### config.mk
export PLATFORM = sky130hd
export DESIGN_NAME = fetch_stage
export DESIGN_NICKNAME = d
export VERILOG_FILES = /design/src/rtl/fetch_stage.sv
export SDC_FILE = /design/constraint.sdc
export NUM_CORES = 1
export LEC_CHECK = 0
export CAP_MARGIN = 30
export CORE_MARGIN = 3
export CORE_UTILIZATION = 60
export DETAILED_ROUTE_END_ITERATION = 16
export DONT_BUFFER_PORTS = 1
export PLACE_DENSITY_LB_ADDON = 0.05
export SLEW_MARGIN = 20
export SYNTH_ARGS = -nofsm -noshare
export SYNTH_HDL_FRONTEND = slang
export SYNTH_SLANG_ARGS = --single-unit
### constraint.sdc
create_clock -name clk -period 2.25 [get_ports clk]
set_input_delay 0.45 -clock clk [delete_from_list [all_inputs] [get_ports clk]]
set_output_delay 0.45 -clock clk [all_outputs]
set_load 0.02 [all_outputs]
### src/rtl/fetch_stage.sv
// Instruction fetch stage with IF/ID pipeline register: owns the PC, drives the
// instruction memory read port, inserts bubbles on redirect/wait, and stops on HALT.
module fetch_stage #(
    parameter logic [15:0] RESET_PC = 16'h0000,
    parameter logic [15:0] NOP_WORD = 16'h0800
) (
    input  logic        clk,
    input  logic        rst,
    input  logic        stall,
    input  logic        redirect,
    input  logic [15:0] redirect_pc,
    input  logic [15:0] imem_rdata,
    input  logic        imem_ready,
    output logic [15:0] imem_addr,
    output logic        imem_rd,
    output logic [15:0] instr_out,
    output logic [15:0] pc_out,
    output logic [15:0] pc_inc_out,
    output logic        valid_out,
    output logic        halted
);

    localparam int unsigned XLEN = 16;
    localparam logic [0:0]  ST_RUN  = 1'b0;
    localparam logic [0:0]  ST_HALT = 1'b1;
    localparam logic [4:0]  OP_HALT = 5'b00000;

    logic [0:0]      state_q, state_d;
    logic [XLEN-1:0] pc_q, pc_d;
    logic [XLEN-1:0] instr_q, instr_d;
    logic [XLEN-1:0] pc_out_q, pc_out_d;
    logic [XLEN-1:0] pc_inc_q, pc_inc_d;
    logic            valid_q, valid_d;
    logic            halted_q, halted_d;
    logic [XLEN-1:0] pc_plus2;

    assign pc_plus2 = pc_q + XLEN'(2);

    // Next-state: redirect beats stall beats memory response; bubbles keep pc fields.
    always_comb begin
        state_d  = state_q;
        pc_d     = pc_q;
        instr_d  = instr_q;
        pc_out_d = pc_out_q;
        pc_inc_d = pc_inc_q;
        valid_d  = valid_q;
        halted_d = halted_q;

        if (redirect) begin
            pc_d     = {redirect_pc[XLEN-1:1], 1'b0};
            instr_d  = NOP_WORD;
            valid_d  = 1'b0;
            state_d  = ST_RUN;
            halted_d = 1'b0;
        end else if (!stall) begin
            case (state_q)
                ST_RUN: begin
                    if (imem_ready) begin
                        instr_d  = imem_rdata;
                        pc_out_d = pc_q;
                        pc_inc_d = pc_plus2;
                        valid_d  = 1'b1;
                        if (imem_rdata[15:11] == OP_HALT) begin
                            state_d  = ST_HALT;
                            halted_d = 1'b1;
                        end else begin
                            pc_d = pc_plus2;
                        end
                    end else begin
                        instr_d = NOP_WORD;
                        valid_d = 1'b0;
                    end
                end
                default: begin
                    instr_d = NOP_WORD;
                    valid_d = 1'b0;
                end
            endcase
        end
    end

    always_ff @(posedge clk) begin
        if (rst) begin
            state_q  <= ST_RUN;
            pc_q     <= RESET_PC;
            instr_q  <= NOP_WORD;
            pc_out_q <= '0;
            pc_inc_q <= '0;
            valid_q  <= 1'b0;
            halted_q <= 1'b0;
        end else begin
            state_q  <= state_d;
            pc_q     <= pc_d;
            instr_q  <= instr_d;
            pc_out_q <= pc_out_d;
            pc_inc_q <= pc_inc_d;
            valid_q  <= valid_d;
            halted_q <= halted_d;
        end
    end

    // Read request keeps asserting through stalls so the same address is re-read.
    assign imem_rd    = (state_q == ST_RUN) && !rst;
    assign imem_addr  = pc_q;
    assign instr_out  = instr_q;
    assign pc_out     = pc_out_q;
    assign pc_inc_out = pc_inc_q;
    assign valid_out  = valid_q;
    assign halted     = halted_q;

endmodule
==> out/results.ini <==
[finish]
final_common_cell = dfxtp_1
fillers = 364
instances_no_fill = 382
antenna_cells = 0
drive_gt1_share_pct = 13.0
num-nets-final = 363
final_cell_mix = dfxtp_1, nand2_1, nor2_1, a21oi_1, buf_4
fin_util_pct = 69.3
syn2layout_area_growth_pct = 10.1

[floorplan]
std_cell_rows = 24
die_y_um = 73.8
io_pins = 104
die_x_um = 73.8
dieArea_um2 = 5450
initial_core_util_pct = 62.9
core-area_um2 = 4380

[min_path]
hp-class = in2reg
holdPathEnd = pc_inc_out[2]
hold_depth = 1
min_from = rst

[sta]
slew_violations = 0
rsz0062_at_grt = no
period_minus_slack_ps = 1910
slew_headroom_pct = 63.7
fin_worst_skew_ps = 4.56
max_slew.worst_pin.slew_ps = 544
fmax_mhz = 524
setup_viol = 0
finalCritPeriodShare_pct = 84.7
hold_violations = 0
tns_ps = 0

[power]
cellPowerDensity_nw_per_um2 = 799
leakage_nw = 1.05
ir_drop_mv = 0.467

[critical_path]
crit_path_end_kind = flip-flop
worst_setup_path_start_kind = flip-flop
regToRegSetupSlack_ps = 340
crit_type = reg2reg
cp.required_ps = 2490
reg2reg_depth = 6
timing.rr.end = pc_inc_out[11]
cp_max_fo = 6
r2r-start = imem_addr[2]
arrival_ps = 2140

[yosys]
yosysSeqAreaShare_pct = 46.5
synth_xor_area_share_pct = 3.49
synth_top_family_by_area = simple AND/OR/NAND/NOR gates
syn_inst = 325
synth.distinct_cells = 44
synthSimpleGateAreaFrac_pct = 22.2
ys_warn_count = 0
synth_area_um2 = 2760
synth_compound_area_share_pct = 20.7
synth_adder_area_share_pct = 0.454
syn_avg_cell_area_um2 = 8.49
ys_seq_elements = 64
synth_mux_area_share_pct = 0

[detailed_routing]
drtIter0Drc = 175
vias_per_cell = 6.05
postRouteAntennaNets = 0
num_vias = 2311
drc = 0
wl_per_cell_um = 17.6
drt_pre_antenna_iters = 4
wl_mm = 6.71

[cts]
clk_pin_slew_ps = 60
cts_root_buffer = clkbuf_8
ctsResizeCount = 0
cts_tree = done
clock_latency_ps = 320
clockBufferDepth = 2
ctsHtreeMaxLevel = 3
cts.sinks = 64
hold_buffers = 0
cts_setup_buffers = 0
cts_buffers = 9

[place]
hpwl_mm = 4.49
portBuffers = 0
placedCellCount = 365
place_congestion = 0.802

[global_route]
grt_max_degree = 49
grt_pass1_vias = 2088
grt.overflow.total = 0
grt_antenna_before_repair = 0
grt_pass1_wl_mm = 10.4
track_usage_pct = 24.9

[outcome]
outcome = finished clean

[flow_run]
maxCapViolCount = 0

==> kinds of logic (layout without fill, tap and decap cells) <==
group	after synthesis	count (layout)
buffers and inverters	40	43
flip-flops	64	64
AND/OR/NAND/NOR	125	125
other	1	3
adder cells (fa/ha/maj)	1	1
XOR/XNOR	11	11
AO/OA/AOI/OAI	83	83
==> critical path, stage by stage, from the launching register on <==
cell and delay [ps]:
dfxtp_1 430, ha_1 270, nand3_1 280, buf_4 260, nor3_1 210, xnor2_1 130
a211oi_1 240
==> layout make-up <==
type                    instances  area, µm²  area share [%]
inverters                       9       33.8            1.11
flip-flops and latches         64       1280            42.2
well taps                      52       65.1            2.14
clock inverters                 3       40.0            1.32
clock buffers                  13        159            5.23
multi-input cells             223       1310            43.1
repair buffers                 18        148            4.86
==> synthesized netlist by cell type <==
cell | number | area, µm²
dfxtp_1 | 64 | 1280
nand2_1 | 44 | 165
nor2_1 | 38 | 143
a21oi_1 | 21 | 105
a22oi_1 | 16 | 120
nor3_1 | 16 | 80.1
a211oi_1 | 13 | 97.6
buf_2 | 13 | 65.1
clkbuf_1 | 13 | 48.8
inv_1 | 9 | 33.8
a31oi_1 | 8 | 50.1
nand3_1 | 8 | 40.0
xnor2_1 | 7 | 61.3
o21a_1 | 5 | 37.5
buf_4 | 4 | 30.0
o21ai_0 | 4 | 20.0
o22ai_1 | 4 | 25.0
xor2_1 | 4 | 35.0
and2_1 | 2 | 12.5
nand2b_1 | 2 | 12.5
nand4_4 | 2 | 42.5
nor3b_1 | 2 | 15.0
nor4_1 | 2 | 12.5
o211ai_1 | 2 | 15.0
o31a_1 | 2 | 17.5
or3b_1 | 2 | 17.5
a2111oi_2 | 1 | 15.0
a211o_1 | 1 | 8.76
a21o_1 | 1 | 7.51
a21oi_2 | 1 | 8.76
a21oi_4 | 1 | 16.3
a311oi_1 | 1 | 8.76
a32oi_1 | 1 | 8.76
a41oi_1 | 1 | 8.76
and4_1 | 1 | 8.76
buf_1 | 1 | 3.75
conb_1 | 1 | 3.75
ha_1 | 1 | 12.5
nand4_1 | 1 | 6.26
nor4_4 | 1 | 21.3
or2_2 | 1 | 6.26
or3_2 | 1 | 7.51
or4_4 | 1 | 11.3
or4b_1 | 1 | 10.0
==> report_power, final <==
group	leakage [nW]	internal [W]	switching, W	total, W
Clock	0.103	0.000570	0.000399	0.000969
Sequential	0.522	0.00117	0.0000662	0.00124
Combinational	0.421	0.0000835	0.000132	0.000216
Total	1.05	0.00183	0.000598	0.00243
==> through the flow <==
step	instance area (µm²)	total power [W]	setup WS [ps]	hold slack [ps]
after floorplan	2770	0.00145	355	499
after global placement	2830	0.00148	351	525
after detailed placement	2830	0.00148	330	527
after CTS	3030	0.00245	342	174
after global routing	3040	0.00253	212	172
final	3040	0.00243	343	192
==> worst max-delay path by stage <==
stage                 startpoint        endpoint  depth (start not counted)
floorplan           imem_addr[4]   imem_addr[14]                          5
global placement           stall   imem_addr[14]                          4
detailed placement         stall   imem_addr[14]                          4
CTS                 imem_addr[2]  pc_inc_out[11]                          6
global route        imem_addr[2]  pc_inc_out[11]                          6
finish              imem_addr[2]  pc_inc_out[11]                          6
==> registers in the layout (all words and copies together), names as in the netlist <==
name and count:
state_q 1, valid_out 1, instr_out 16, imem_addr 15, halted 1, pc_out 15, pc_inc_out 15
==> routing by layer <==
layer  up-vias  share of wire, %  GRT usage, %  wire [µm]
met4         0               1.2          10.1         80
met3         8               9.5          7.39        640
met1      1070                43          32.9       2890
met2       100                46          37.9       3100
met5         -                 0             0          0
li1       1133                 -             -          -
Power figures use the tool's default switching activity.
